<file path="config.mk">
export PLATFORM = sky130hd
export DESIGN_NAME = ccg_resp_compactor
export DESIGN_NICKNAME = d
export VERILOG_FILES = /design/src/rtl/ccg_resp_pkg.sv /design/src/rtl/ccg_popcount.sv /design/src/rtl/ccg_resp_compactor.sv
export SDC_FILE = /design/constraint.sdc
export NUM_CORES = 1
export LEC_CHECK = 0
export ABC_AREA = 1
export BUFFER_PORTS_ARGS = -buffer_cell sky130_fd_sc_hd__buf_2
export CAP_MARGIN = 5
export CORE_ASPECT_RATIO = 0.6
export CORE_MARGIN = 2
export CORE_UTILIZATION = 54
export CTS_CLUSTER_DIAMETER = 50
export DETAILED_ROUTE_END_ITERATION = 12
export PLACE_DENSITY_LB_ADDON = 0.08
export RECOVER_POWER = 50
export SKIP_LAST_GASP = 1
export SLEW_MARGIN = 20
export SYNTH_ARGS = -nofsm -noshare
export SYNTH_HDL_FRONTEND = slang
export SYNTH_SLANG_ARGS = --single-unit
</file>
<file path="constraint.sdc">
create_clock -name clk -period 2.4 [get_ports clk]
set_clock_uncertainty 0.15 [all_clocks]
set_input_delay 0.48 -clock clk [delete_from_list [all_inputs] [get_ports clk]]
set_output_delay 0.48 -clock clk [all_outputs]
set_load 0.05 [all_outputs]
</file>
<file path="src/rtl/ccg_resp_pkg.sv">
// Shared types and helpers for the CCGRCG response compactor: FSM states,
// default MISR constants and the single-step MISR update function.
package ccg_resp_pkg;

  typedef enum logic [1:0] {
    ST_IDLE = 2'd0,
    ST_RUN  = 2'd1,
    ST_DONE = 2'd2
  } state_e;

  localparam logic [31:0] DEFAULT_POLY = 32'h04C1_1DB7;
  localparam logic [31:0] DEFAULT_SEED = 32'h0000_0000;
  localparam int unsigned MISR_MAX_W   = 64;

  // One MISR step at an arbitrary width up to MISR_MAX_W; callers zero-extend
  // their operands and keep the low `width` bits of the result.
  function automatic logic [MISR_MAX_W-1:0] misr_step(
    input logic [MISR_MAX_W-1:0] sig,
    input logic [MISR_MAX_W-1:0] poly,
    input logic [MISR_MAX_W-1:0] din,
    input int unsigned           width
  );
    logic [MISR_MAX_W-1:0] mask;
    logic                  fb;
    mask = (width >= MISR_MAX_W) ? '1 : ((64'd1 << width) - 64'd1);
    fb   = sig[width-1];
    return ((sig << 1) ^ (fb ? poly : '0) ^ din) & mask;
  endfunction

endpackage

</file>
<file path="src/rtl/ccg_popcount.sv">
// Combinational population count of a W-bit vector.
module ccg_popcount #(
  parameter int unsigned W  = 29,
  parameter int unsigned CW = $clog2(W + 1)
) (
  input  logic [W-1:0]  data_i,
  output logic [CW-1:0] count_o
);

  always_comb begin
    count_o = '0;
    for (int i = 0; i < W; i++) begin
      count_o = count_o + CW'(data_i[i]);
    end
  end

endmodule

</file>
<file path="src/rtl/ccg_resp_compactor.sv">
// MISR response compactor: folds accepted response vectors into a signature,
// counts beats and compares against an expected signature at end of run.
// Optional ones counter is enabled by defining CCG_RESP_ONES_COUNT_EN.
module ccg_resp_compactor
  import ccg_resp_pkg::*;
#(
  parameter int unsigned         OUT_W = 29,
  parameter int unsigned         SIG_W = 32,
  parameter logic [SIG_W-1:0]    POLY  = SIG_W'(DEFAULT_POLY),
  parameter logic [SIG_W-1:0]    SEED  = SIG_W'(DEFAULT_SEED),
  parameter int unsigned         CNT_W = 16
) (
  input  logic             clk,
  input  logic             rst,
  input  logic             start,
  input  logic [CNT_W-1:0] num_vec,
  input  logic [SIG_W-1:0] exp_sig,
  input  logic             in_valid,
  output logic             in_ready,
  input  logic [OUT_W-1:0] in_data,
  output logic             busy,
  output logic             done,
  output logic             pass,
  output logic [SIG_W-1:0] signature,
  output logic [CNT_W-1:0] vec_count
`ifdef CCG_RESP_ONES_COUNT_EN
  ,
  output logic [CNT_W+4:0] ones_total
`endif
);

  state_e           state_q, state_d;
  logic [SIG_W-1:0] sig_q, sig_d, exp_q, exp_d, sig_step;
  logic [CNT_W-1:0] cnt_q, cnt_d, num_q, num_d, cnt_inc;
  logic             pass_q, pass_d;
  logic             beat, load;
  logic [MISR_MAX_W-1:0] step_ext;

  assign step_ext = misr_step(MISR_MAX_W'(sig_q), MISR_MAX_W'(POLY),
                              MISR_MAX_W'(in_data), SIG_W);
  assign sig_step = step_ext[SIG_W-1:0];
  assign cnt_inc  = cnt_q + 1'b1;

  // NOTE: every combinationally written variable gets a default first so no
  // path through the case leaves it unassigned, which would infer a latch.
  always_comb begin
    state_d = state_q;
    sig_d   = sig_q;
    cnt_d   = cnt_q;
    num_d   = num_q;
    exp_d   = exp_q;
    pass_d  = pass_q;
    beat    = 1'b0;
    load    = 1'b0;
    case (state_q)
      ST_IDLE, ST_DONE: begin
        if (start) begin
          load  = 1'b1;
          sig_d = SEED;
          cnt_d = '0;
          num_d = num_vec;
          exp_d = exp_sig;
          if (num_vec == '0) begin
            state_d = ST_DONE;
            pass_d  = (SEED == exp_sig);
          end else begin
            state_d = ST_RUN;
            pass_d  = 1'b0;
          end
        end
      end
      ST_RUN: begin
        if (in_valid) begin
          beat  = 1'b1;
          sig_d = sig_step;
          cnt_d = cnt_inc;
          // pass is judged on the signature that includes this final beat
          if (cnt_inc == num_q) begin
            state_d = ST_DONE;
            pass_d  = (sig_step == exp_q);
          end
        end
      end
      default: state_d = ST_IDLE;
    endcase
  end

  // NOTE: sequential state uses non-blocking assignments so every register
  // samples pre-edge values regardless of statement order.
  always_ff @(posedge clk) begin
    if (rst) begin
      state_q <= ST_IDLE;
      sig_q   <= SEED;
      cnt_q   <= '0;
      num_q   <= '0;
      exp_q   <= '0;
      pass_q  <= 1'b0;
    end else begin
      state_q <= state_d;
      sig_q   <= sig_d;
      cnt_q   <= cnt_d;
      num_q   <= num_d;
      exp_q   <= exp_d;
      pass_q  <= pass_d;
    end
  end

  assign in_ready  = (state_q == ST_RUN);
  assign busy      = (state_q == ST_RUN);
  assign done      = (state_q == ST_DONE);
  assign pass      = pass_q;
  assign signature = sig_q;
  assign vec_count = cnt_q;

`ifdef CCG_RESP_ONES_COUNT_EN
  localparam int unsigned ONES_W = CNT_W + 5;
  localparam int unsigned POP_W  = $clog2(OUT_W + 1);

  logic [POP_W-1:0]  pop;
  logic [ONES_W:0]   ones_sum;
  logic [ONES_W-1:0] ones_q, ones_d;

  ccg_popcount #(.W(OUT_W), .CW(POP_W)) u_popcount (
    .data_i  (in_data),
    .count_o (pop)
  );

  assign ones_sum = {1'b0, ones_q} + (ONES_W + 1)'(pop);

  always_comb begin
    ones_d = ones_q;
    if (load)      ones_d = '0;
    else if (beat) ones_d = ones_sum[ONES_W] ? '1 : ones_sum[ONES_W-1:0];
  end

  always_ff @(posedge clk) begin
    if (rst) ones_q <= '0;
    else     ones_q <= ones_d;
  end

  assign ones_total = ones_q;
`else
  logic unused_load;
  assign unused_load = load | beat;
`endif

endmodule
</file>
### Yosys cells after proc, flatten, opt, wreduce, memory -nomap -nowiden

Index checks and enable logic that the tools add are counted.

| storage, ports and cells | value |
|---|---|
| output and inout bits | 52 |
| bits in registers | 99 |
| input port bits | 81 |

| cells by class | value |
|---|---|
| add/subtract/negate cells | 1 |
| bitwise operators | 2 |
| multiplexer cells | 17 |
| equality and inequality tests | 7 |
| reduce and logical (&&, ||, !) cells | 9 |

Operators by type and width:

| kind | count |
|---|---|
| 32-bit two-way mux | 2 |
| 32-bit one-hot mux with 2 select lines | 1 |
| 32-bit == test | 1 |
| 32-bit logical NOT | 1 |
| 16-bit two-way mux | 2 |
| 16-bit one-hot mux with 2 select lines | 1 |
| 32-bit by 27-bit XOR with 32-bit output | 1 |
| 32-bit by 29-bit XOR with 32-bit output | 1 |
| 27-bit two-way mux | 1 |
| 16-bit by 1-bit adder with 16-bit output, second input constant | 1 |
| 16-bit == test | 1 |
| 16-bit logical NOT | 1 |
| 2-bit two-way mux | 4 |
| 3-bit AND reduction | 2 |
| 1-bit two-way mux | 4 |
| 2-bit != test, second input constant | 2 |
| 2-bit one-hot mux with 2 select lines | 1 |
| 4-bit AND reduction | 1 |
| 2-bit by 1-bit == test with 1-bit output, second input constant | 1 |
| 2-bit == test, second input constant | 1 |
| 2-bit logical NOT | 1 |
| 2-bit by 1-bit != test with 1-bit output, second input constant | 1 |
| 1-bit one-hot mux with 2 select lines | 1 |
| 2-bit AND reduction | 1 |
| other kinds (2) | 2 |

### Logic depth before layout (Yosys ltp)

Gate-level depths: netlist of the first run.

| logic depth | value |
|---|---|
| depth after elaboration | 7 |
| mapped depth | 17 |

### Worst setup path after synthesis of the first run

Ideal clock, no wire load.

| path | value |
|---|---|
| path type | reg-to-reg |
| from | register cnt_q[0], in the netlist vec_count[0] |
| to | register pass_q, in the netlist pass |
| path buffers | 0 |
| path slack | -0.001 ns |
| arrival time | 2.134 ns |
| cell stages (with the launch flop) | 17 |
| period minus slack after synthesis | 2.401 ns |
| cells stage by stage | dfxtp_1 -> ha_1 -> nand2_1 -> nor2_4 -> nand2_2 -> nor2_1 -> nand2_1 -> nand2_1 -> nand2_1 -> nand2_1 -> nand2_1 -> nor2_1 -> nand3_1 -> nand2_2 -> nand3_1 -> nand2_1 -> nor2_1 |

| on the way | value |
|---|---|
| cells in the longest elaborated chain, start to end | 4 |

Ends and longest elaborated chain:

| item | RTL line | source |
|---|---|---|
| from (decl) | ccg_resp_compactor.sv:34 | `logic [CNT_W-1:0] cnt_q, cnt_d, num_q, num_d, cnt_inc;` |
| from (signal assigned) | ccg_resp_compactor.sv:101 | `cnt_q <= cnt_d;` |
| 16-bit by 1-bit adder with 16-bit output | ccg_resp_compactor.sv:42 | `assign cnt_inc = cnt_q + 1'b1;` |
| 16-bit == test | ccg_resp_compactor.sv:78 | `if (cnt_inc == num_q) begin` |
| 2-bit by 1-bit != test with 1-bit output (no source line) | n/a |  |
| 4-bit AND reduction (no source line) | n/a |  |
| to (signal assigned) | ccg_resp_compactor.sv:104 | `pass_q <= pass_d;` |
| to (decl) | ccg_resp_compactor.sv:35 | `logic pass_q, pass_d;` |

Every way passes these cells.
A chain may end at the register's enable or synchronous reset.

### Final worst setup path of the first run

| path | value |
|---|---|
| from | register state_q[0] |
| to | output busy |

| on the way | value |
|---|---|
| cells in the longest elaborated chain, start to end | 1 |

Ends and longest elaborated chain:

| item | RTL line | source |
|---|---|---|
| from (decl) | ccg_resp_compactor.sv:32 | `state_e state_q, state_d;` |
| from (signal assigned) | ccg_resp_compactor.sv:99 | `state_q <= state_d;` |
| 2-bit by 1-bit == test with 1-bit output | ccg_resp_compactor.sv:109 | `assign busy = (state_q == ST_RUN);` |
| to (decl) | ccg_resp_compactor.sv:21 | `output logic busy,` |

Every way passes these cells.

==> flow_summary.ini, run 1 <==
[run_status]
status = finished clean

[setup_path]
terminus_of_the_critical_flop_to_flop_path = pass
worst-path-buf-inv = 3
worstRegToRegCells = 13
critPathRequiredTime_ns = 1.77
start_kind = register
crit_arrival_ns = 1.58
setup.worst_path.end_class = output port
crit_fanout = 12
critical_path.slowest_cell = sky130_fd_sc_hd__dfxtp_1
critical_path.top_delay_family = buffers and inverters
critical-path-max-stage-delay_ns = 0.39
critical_path_class = register to output port
setup.reg_to_reg.worst_slack_ns = 0.21
timing.rr.start = vec_count[2]
path_cells = inv_1 -> nor2_2 -> buf_4 -> buf_2

[clock_tree]
cts_tree = done
number_of_cts_inserted_buffers = 9
postCtsHoldBufs = 0
cts_num_sinks = 99
ctsLongestPathBuffers = 2
clkLatencyLatePin_ns = 0.35
cts_root_buffer = sky130_fd_sc_hd__clkbuf_16
clk_pin_slew_ns = 0.07
htreeDepth = 3

[power]
vdd_drop_max_mv = 0.468
powerDensity_nw_per_um2 = 605
design_power_total_mw = 4.04
leakage_nw = 3.04

[final_layout]
final_cell_count_no_fill = 1161
area_growth_syn_to_layout_pct = 19.2
fill_cells = 978
finish.instance_area_um2 = 6670
design.final.nets = 1103
final_util_pct = 66.8
drive_above_1_share_pct = 15.7
n_antenna_cell = 0

[detailed_routing]
wire_length_after_detailed_routing_mm = 17.0
dr_drc_count = 0
wl_per_cell_um = 14.7
drt_iter0_markers = 470
detail_route.vias_per_cell = 5.29
drtPass1Iterations = 7
route.antenna.remaining_nets = 0
route.vias.total = 6139

[hold_path]
hold_path_depth = 3
hold_path_startpoint = exp_sig[24]
path_type_of_the_worst_min_delay_path = input pin to register
timing.hold.worst_endpoint = exp_q[24]

[place]
dp.final_hpwl_mm = 12.8
dpl.cell_count = 1144
portBuffers = 132
placement.cell_area_um2 = 6440
pre_cts_ws_ns = 0.247
place.gp.congestion = 0.891

[grt]
number_of_antenna_violations_at_the_first_check_in_global_routing = 0
grt_util_all_layers_pct = 30.6
grt_pass1_vias = 5288
first_pass_grt_wire_length_mm = 26.9
pin_count_of_the_biggest_net_entering_global_routing = 70
grt_overflow = 0

[synth]
warnings_synthesis = 0
syn-mean-instance-area_um2 = 6.26
synth_ff_type = sky130_fd_sc_hd__dfxtp_1
postSynthCellCount = 894
postSynthRegisterBits = 99
post-synth-top-area-cell = sky130_fd_sc_hd__dfxtp_1
post_synth_main_area_contributors = sky130_fd_sc_hd__dfxtp_1, sky130_fd_sc_hd__nand2_1, sky130_fd_sc_hd__nand3_1
synthesis.nets = 976
mappedNetlistArea_um2 = 5600
synth-seq-area-share_pct = 35.4
synth_most_common_cell = sky130_fd_sc_hd__nand2_1
number_of_synthesized_flops_with_an_enable_pin = 0
yosys.cell_types.count = 31
netlist_top_cells_count = sky130_fd_sc_hd__nand2_1, sky130_fd_sc_hd__dfxtp_1, sky130_fd_sc_hd__inv_1
synth-async-reset-ratio_pct = 0
synth_largest_type_area_fraction_pct = 35.4

[run]
maxCapViolations = 0

[floorplanning]
die_h_um = 82.9
chipWidth_um = 135
io-pin-count = 133
die_outline_area_um2 = 11200
coreArea_um2 = 9980
placement_rows = 28
floorplan.initialDensity_pct = 56.0

[timing]
layout_worst_path_cycle_share_pct = 91.9
finalHoldViolations = 0
tightestPinTransition_ns = 1.11
final.hold.worst_slack_ns = 0.224
setup_slack_ns = 0.195
max_slew_margin_pct = 26.0
achievable-frequency_mhz = 453
total_of_endpoints_with_negative_setup_slack_in_the_final_report = 0
finalCriticalPeriod_ns = 2.21
finalMaxSlewViolations = 0
total_negative_slack_for_setup_checks_ns = 0
[placed cells by master (no fill, tap or decap), types with 2 or more instances in the layout]
cell type                      n
sky130_fd_sc_hd__clkbuf_16     9
sky130_fd_sc_hd__or2_1         5
sky130_fd_sc_hd__clkbuf_1     30
sky130_fd_sc_hd__nor4_1       12
sky130_fd_sc_hd__a21oi_1      80
sky130_fd_sc_hd__xnor2_1       8
sky130_fd_sc_hd__nand3_1      92
sky130_fd_sc_hd__nand3b_1     14
sky130_fd_sc_hd__o21ai_0      65
sky130_fd_sc_hd__nand3_2       2
sky130_fd_sc_hd__clkinv_2      3
sky130_fd_sc_hd__buf_4        15
sky130_fd_sc_hd__buf_2       105
sky130_fd_sc_hd__nor2_1       72
sky130_fd_sc_hd__inv_1        96
sky130_fd_sc_hd__or2_2         5
sky130_fd_sc_hd__dfxtp_1      97
sky130_fd_sc_hd__clkinvlp_4    2
sky130_fd_sc_hd__nor2_2        4
sky130_fd_sc_hd__nand2_2       3
sky130_fd_sc_hd__nor2_4        4
sky130_fd_sc_hd__nand4_1      10
sky130_fd_sc_hd__nand2_1     270
sky130_fd_sc_hd__inv_2         2
sky130_fd_sc_hd__xor2_1        9
[worst min-delay path: stages]
cell and delay, ns:
sky130_fd_sc_hd__buf_2 0.09, sky130_fd_sc_hd__nor2_1 0.04, sky130_fd_sc_hd__nor2_1 0.08
[sequential cells by signal, summed over array words and instances (netlist names)]
name / flops
signature: 32
vec_count: 16
pass: 1
exp_q: 32
state_q: 2
num_q: 16
[area by class of cell]
class,instances,area (µm²),share of cell area (%)
Multi-Input combinational cell,662,3110,46.6
Sequential cell,99,1990,29.8
Timing Repair Buffer,150,771,11.6
Inverter,99,372,5.57
Clock buffer,11,233,3.49
Tap cell,135,169,2.53
Clock inverter,5,30.0,0.450
[report_power, final]
| part | internal (mW) | leakage [nW] | switching (mW) |
|---|---|---|---|
| Clock | 0.699 | 0.125 | 0.638 |
| Sequential | 1.75 | 0.814 | 0.0855 |
| Combinational | 0.273 | 2.10 | 0.591 |
[worst max-delay path by stage]
| stage | startpoint | end | slack (ns) | cells after the start |
|---|---|---|---|---|
| global route | vec_count[2] | pass | -0.000004 | 13 |
| global placement | vec_count[0] | pass | 0.29 | 16 |
| finish | state_q[0] | busy | 0.19 | 4 |
| detailed placement | vec_count[1] | pass | 0.25 | 16 |
| floorplan | vec_count[1] | pass | 0.04 | 16 |
| CTS | state_q[0] | busy | 0.20 | 4 |
[per-layer routing]
metal / wire [µm] / GRT usage, % / vias up
li1: - / - / 3141
met1: 8600 / 49.0 / 2695
met2: 6420 / 40.5 / 281
met3: 1780 / 7.14 / 22
met4: 226 / 7.20 / 0
met5: 0 / 0 / -
[kinds of logic (layout without fill, tap and decap cells)]
group | after synthesis | count (layout) | share of synthesized area [%]
buffers and inverters | 133 | 265 | 9.15
AND/OR/NAND/NOR | 493 | 493 | 38.5
AO/OA/AOI/OAI | 150 | 150 | 13.6
adder cells (fa/ha/maj) | 1 | 1 | 0.224
XOR/XNOR | 18 | 18 | 3.06
flip-flops | 99 | 99 | 35.4
[repair_timing]
action                                 4_1_cts  5_1_grt
setup endpoints to repair                    0        2
setup buffers                                0        1
resized for setup                            0        4
endpoints found under the hold margin        0        0
No activity file was read; power rests on OpenSTA's default activity.
==> run 2: changes to the inputs <==
--- a/constraint.sdc
+++ b/constraint.sdc
@@ -3,3 +3,3 @@
 set_input_delay 0.48 -clock clk [delete_from_list [all_inputs] [get_ports clk]]
 set_output_delay 0.48 -clock clk [all_outputs]
-set_load 0.05 [all_outputs]
+set_load 0.1 [all_outputs]
==> run 2 against run 1 <==
Effect of this change: critical endpoint unchanged; sequential share of layout area shrank 0.14 points; utilization is 0.61 points higher; non-clock buffer count fell by 3; critical path type unchanged; register-to-register slack worse by 0.08 ns; clock-buffer cell count is 1 higher; design area grew 0.92%; critical path depth did not move; global-route usage fell by 0.62 points; combinational power increased by 19%; cell count fell by 0.26%.
==> flow_summary.ini, run 2 (synthesized netlist as in run 1, its figures left out) <==
[run_status]
status = finished clean

[clock_tree]
clkLatencyLatePin_ns = 0.35
cts_tree = done
cts_num_sinks = 99
htreeDepth = 3
clk_pin_slew_ns = 0.07
ctsLongestPathBuffers = 2
number_of_cts_inserted_buffers = 9
cts_root_buffer = sky130_fd_sc_hd__clkbuf_16

[final_layout]
layout.cells.most_common = sky130_fd_sc_hd__nand2_1
design.final.nets = 1100
regArea_um2 = 2000
final_cell_mix = sky130_fd_sc_hd__nand2_1, sky130_fd_sc_hd__buf_2, sky130_fd_sc_hd__inv_1
drive_above_1_share_pct = 18.6
fill_cells = 939
n_antenna_cell = 0
area_growth_syn_to_layout_pct = 20.3
multi_input_area_um2 = 3100

[detailed_routing]
route.vias.total = 6098
route.antenna.remaining_nets = 0
detail_route.vias_per_cell = 5.27
dr_drc_count = 0
wl_per_cell_um = 14.6
drt_iter0_markers = 513
drtPass1Iterations = 7
wire_length_after_detailed_routing_mm = 17.0

[setup_path]
critical_path.top_delay_family = buffers and inverters
setup.reg_to_reg.worst_slack_ns = 0.13
critical-path-max-stage-delay_ns = 0.39
timing.rr.start = vec_count[0]
critPathRequiredTime_ns = 1.77
setup.worst_path.end_class = output port
critical_path_class = register to output port
start_kind = register
path_cells = inv_1 -> nor2_2 -> buf_4 -> buf_12
worstRegToRegCells = 15
terminus_of_the_critical_flop_to_flop_path = pass
worst-path-buf-inv = 3
crit_arrival_ns = 1.67
critical_path.slowest_cell = sky130_fd_sc_hd__dfxtp_1
crit_fanout = 11

[timing]
finalMaxSlewViolations = 0
achievable-frequency_mhz = 434
total_of_endpoints_with_negative_setup_slack_in_the_final_report = 0
layout_worst_path_cycle_share_pct = 96.0
finalHoldViolations = 0
finalCriticalPeriod_ns = 2.30
max_slew_margin_pct = 29.9
tightestPinTransition_ns = 1.05
setup_slack_ns = 0.0961

[floorplanning]
floorplan.initialDensity_pct = 56.0
chipWidth_um = 135
die_outline_area_um2 = 11200
placement_rows = 28
die_h_um = 82.9
coreArea_um2 = 9980
io-pin-count = 133

[grt]
grt_overflow = 0
grt_util_all_layers_pct = 30.0
grt_pass1_vias = 5103
number_of_antenna_violations_at_the_first_check_in_global_routing = 0
pin_count_of_the_biggest_net_entering_global_routing = 77
first_pass_grt_wire_length_mm = 26.4

[run]
maxCapViolations = 0

[power]
design_power_total_mw = 4.20
powerDensity_nw_per_um2 = 624
vdd_drop_max_mv = 0.437
leakage_nw = 3.12

[place]
portBuffers = 132
pre_cts_ws_ns = 0.229
place.gp.congestion = 0.923
dp.final_hpwl_mm = 12.6

[hold_path]
hold_path_startpoint = exp_sig[30]
hold_path_depth = 3
path_type_of_the_worst_min_delay_path = input pin to register
timing.hold.worst_endpoint = exp_q[30]
run 2: changes by cell type in the layout (fill, tap and decap cells not counted), sizes merged:
cell and change:
inv -1, clkinv -1, clkinvlp +1, buf -2
run 2: power by group:
group / total (mW) / switching, mW / internal [mW]
clock: 1.33 / 0.631 / 0.703
sequential: 1.83 / 0.0845 / 1.75
combinational: 1.03 / 0.739 / 0.291
total: 4.20 / 1.45 / 2.74
run 2: stage by stage:
stage	util, %	hold slack (ns)	std cells	cell area, µm²	TNS [ns]
6_report	67.4	0.228	1158	6730	0
2_1_floorplan	-	0.294	894	5610	-0.0576
3_5_place_dp	64.6	0.309	1139	6450	0
5_1_grt	67.4	0.232	1158	6730	-0.00824
3_3_place_gp	64.6	0.309	1139	6450	0
4_1_cts	67.3	0.223	1155	6720	0
run 2: what timing repair did:
item	4_1_cts	5_1_grt
hold endpoints to repair	0	0
resized for setup	0	2
endpoints found under the setup margin	0	2
buffers inserted	0	3
hold buffers	0	0
run 2: worst max path at each step:
stage | startpoint | endpoint | slack (ns) | cells after the start
after floorplan | signature[31] | pass | -0.06 | 14
after global placement | vec_count[0] | pass | 0.29 | 16
after detailed placement | vec_count[0] | pass | 0.23 | 16
after CTS | state_q[0] | busy | 0.13 | 4
after global routing | vec_count[0] | pass | -0.008 | 16
final | state_q[0] | busy | 0.1 | 4
run 2: metal layers:
metal  global-route usage, %  vias up  routed length [µm]
met4                    5.11        0                 161
met5                       0        -                   0
met3                    6.96       17                1630
met1                    49.5     2690                8640
li1                        -     3136                   -
met2                    38.9      255                6520
run 2: worst min-delay path, stage by stage:
cell	delay, ns
sky130_fd_sc_hd__buf_2	0.09
sky130_fd_sc_hd__nor2_1	0.04
sky130_fd_sc_hd__nor2_1	0.08
run 2: area by class of cell:
| class | instances | area share (%) |
|---|---|---|
| Clock buffer | 12 | 3.51 |
| Clock inverter | 4 | 0.409 |
| Inverter | 99 | 5.52 |
| Multi-Input combinational cell | 662 | 46.1 |
| Sequential cell | 99 | 29.7 |
| Tap cell | 135 | 2.51 |
| Timing Repair Buffer | 147 | 12.3 |
==> run 3: changes to the inputs <==
ABC_AREA = not set   (was 1)
CORE_ASPECT_RATIO = not set   (was 0.6)
==> run 3 against run 2 <==
Effect of this change: register-to-register slack got worse by 0.18 ns; design area fell by 1.5%; power fell by 8.6%; flip-flop and latch count did not move; area after synthesis fell by 6.5%; the run now ends with negative setup slack left; non-clock buffer count rose by 32; die area fell by 6.5%; largest power group unchanged; combinational power fell by 18%; highest routed layer unchanged; sequential share of layout area rose by 1.3 points; critical path depth rose by 4; worst hold slack got worse by 0.036 ns; largest cell class unchanged; critical endpoint is now pass; utilization rose by 3.7 points.
==> flow_summary.ini, run 3 <==
[setup_path]
critical_path.slowest_cell = sky130_fd_sc_hd__or4_1
setup.worst_path.end_class = register
critPathRequiredTime_ns = 2.53
critical_path.top_delay_family = compound AO/OA/AOI/OAI gates
setup.reg_to_reg.worst_slack_ns = -0.05
path_cells = ha_4 -> nand3_4 -> or4_1 -> a21oi_2 -> o22ai_2 -> o41ai_4 -> a21oi_1 -> a311oi_1
crit_arrival_ns = 2.58
crit_fanout = 9
critical-path-max-stage-delay_ns = 0.46
worst-path-buf-inv = 0
critical_path_class = register to register
setup.worst_path.start = vec_count[0]
timing.rr.start = vec_count[0]
start_kind = register

[power]
p_clk_share_pct = 31.8
switching_share_pct = 32.2
vdd_drop_max_mv = 0.439
powerDensity_nw_per_um2 = 579
p_comb_share_pct = 22.0
pwr-share-seq_pct = 46.2
leakage_nw = 2.71
switching_power_mw = 1.23
cell_internal_pwr_mw = 2.60

[grt]
pin_count_of_the_biggest_net_entering_global_routing = 64
grt_util_all_layers_pct = 29.9
grt_overflow = 0
grt_pass1_vias = 4971
number_of_antenna_violations_at_the_first_check_in_global_routing = 0
first_pass_grt_wire_length_mm = 24.4

[timing]
rsz0062_at_grt = yes
layout_worst_path_cycle_share_pct = 102
setup_slack_ns = -0.0529
finalCriticalPeriod_ns = 2.45
finalHoldViolations = 0
max_slew_margin_pct = 12.1
achievable-frequency_mhz = 408
finalMaxSlewViolations = 0
total_of_endpoints_with_negative_setup_slack_in_the_final_report = 3
tightestPinTransition_ns = 1.32

[floorplanning]
die_h_um = 102
chipWidth_um = 102
placement_rows = 35
io-pin-count = 133
floorplan.initialDensity_pct = 56.1
coreArea_um2 = 9330
die_outline_area_um2 = 10500

[synth]
synth_ff_type = sky130_fd_sc_hd__dfxtp_1
synth_largest_type_area_fraction_pct = 37.9
warnings_synthesis = 0
yosys.cell_types.count = 54
synth_most_common_cell = sky130_fd_sc_hd__nand2_1
mappedNetlistArea_um2 = 5230
synthesis.nets = 765
number_of_synthesized_flops_with_an_enable_pin = 0
syn-mean-instance-area_um2 = 7.66
postSynthRegisterBits = 99
synth-async-reset-ratio_pct = 0
post_synth_main_area_contributors = sky130_fd_sc_hd__dfxtp_1, sky130_fd_sc_hd__nand2_1, sky130_fd_sc_hd__a21oi_1
postSynthCellCount = 683
synth-seq-area-share_pct = 37.9
netlist_top_cells_count = sky130_fd_sc_hd__nand2_1, sky130_fd_sc_hd__a21oi_1, sky130_fd_sc_hd__dfxtp_1
post-synth-top-area-cell = sky130_fd_sc_hd__dfxtp_1

[final_layout]
fill_cells = 788
design.final.nets = 906
n_antenna_cell = 0
area_growth_syn_to_layout_pct = 26.7
layout.cells.most_common = sky130_fd_sc_hd__nand2_1
final_cell_mix = sky130_fd_sc_hd__nand2_1, sky130_fd_sc_hd__buf_2, sky130_fd_sc_hd__a21oi_1
final_cell_count_no_fill = 958
multi_input_area_um2 = 3110
drive_above_1_share_pct = 29.3
regArea_um2 = 2050
finish.instance_area_um2 = 6630

[place]
placement.cell_area_um2 = 6340
dp.final_hpwl_mm = 11.5
dpl.cell_count = 939
portBuffers = 132
place.gp.congestion = 0.933

[detailed_routing]
detail_route.vias_per_cell = 5.73
drtPass1Iterations = 7
route.antenna.remaining_nets = 0
dr_drc_count = 0
wire_length_after_detailed_routing_mm = 15.7
drt_iter0_markers = 400
route.vias.total = 5490
wl_per_cell_um = 16.4

[clock_tree]
number_of_cts_inserted_buffers = 9
cts_root_buffer = sky130_fd_sc_hd__clkbuf_8
cts_num_sinks = 99
cts_tree = done
htreeDepth = 3
clkLatencyLatePin_ns = 0.38
clk_pin_slew_ns = 0.10
ctsLongestPathBuffers = 2

[run_status]
failed_checks = negative setup slack
status = complete, but fails checks

[hold_path]
hold_path_startpoint = num_vec[9]
path_type_of_the_worst_min_delay_path = input pin to register

[run]
maxCapViolations = 0
run 3: cell count changes after synthesis, moves of 7 or more:
cell / delta
sky130_fd_sc_hd__nand2_1: -133
sky130_fd_sc_hd__inv_1: -90
sky130_fd_sc_hd__nand3_1: -68
sky130_fd_sc_hd__o21ai_0: -49
sky130_fd_sc_hd__xnor2_1: +48
sky130_fd_sc_hd__nor2_1: -30
sky130_fd_sc_hd__nor3_1: +25
sky130_fd_sc_hd__xor2_1: +25
sky130_fd_sc_hd__a21oi_1: +19
sky130_fd_sc_hd__nand3b_1: -11
sky130_fd_sc_hd__nor4_1: +7
run 3: area by class of cell:
class                           instances  area share (%)
Sequential cell                        99            30.9
Tap cell                              129            2.43
Multi-Input combinational cell        528            46.8
Timing Repair Buffer                  179            15.9
Clock buffer                           13            2.74
Inverter                                7           0.396
Clock inverter                          3           0.717
run 3: worst min-delay path, stage by stage:
cell and delay [ns]:
sky130_fd_sc_hd__buf_2 0.10, sky130_fd_sc_hd__nand2_1 0.05, sky130_fd_sc_hd__a21oi_1 0.05
run 3: layer usage:
metal  track usage [%]  vias up  part of all wire [%]
met5                 0        -                     0
met4              8.72        0                   1.8
met3              7.18       27                   7.8
met2              46.4      251                    46
met1              41.5     2581                    45
li1                  -     2631                     -
run 3: power groups by stage:
stage / logic, mW / registers, mW / clock network (mW)
2_1_floorplan: 0.418 / 1.94 / 0
3_3_place_gp: 0.816 / 1.80 / 0
3_5_place_dp: 0.825 / 1.81 / 0
4_1_cts: 0.829 / 1.77 / 1.23
5_1_grt: 0.910 / 1.78 / 1.30
6_report: 0.845 / 1.77 / 1.22
run 3: per-stage QoR:
step | power [mW] | hold slack (ns) | setup TNS, ns | setup slack, ns | utilization, %
global route | 3.99 | 0.179 | -0.382 | -0.169 | 71.1
global placement | 2.62 | 0.300 | -0.0307 | -0.0307 | 67.9
finish | 3.84 | 0.192 | -0.0746 | -0.0529 | 71.1
floorplan | 2.36 | 0.286 | -0.292 | -0.163 | -
CTS | 3.82 | 0.188 | 0 | 0.00649 | 70.4
detailed placement | 2.63 | 0.308 | -0.109 | -0.109 | 67.9
run 3: path summary, 6_finish.rpt:
kind / to / depth (start not counted)
hold reg to reg: num_q[3] / 2
hold / removal: num_q[9] / 3
setup / recovery: pass / 8
setup reg to reg: pass / 8
run 3: logic make-up (layout without fill, tap and decap cells):
family / count (synthesis) / count (layout) / share of synthesized area, %
and+or+nand+nor: 291 / 291 / 25.7
xor gates and xnor gates: 90 / 90 / 15.1
adders and majority gates: 1 / 1 / 0.239
AOI/OAI and AO/OA: 143 / 143 / 16.2
DFF: 99 / 99 / 37.9
buffers and inverters: 56 / 202 / 4.35
muxes: 3 / 3 / 0.574
run 3: timing repair:
| action | 4_1_cts | 5_1_grt |
|---|---|---|
| hold buffers | 0 | 0 |
| pin swaps | 1 | 3 |
| resized for setup | 1 | 6 |
| buffers inserted | 0 | 3 |
| endpoints found under the setup margin | 1 | 3 |
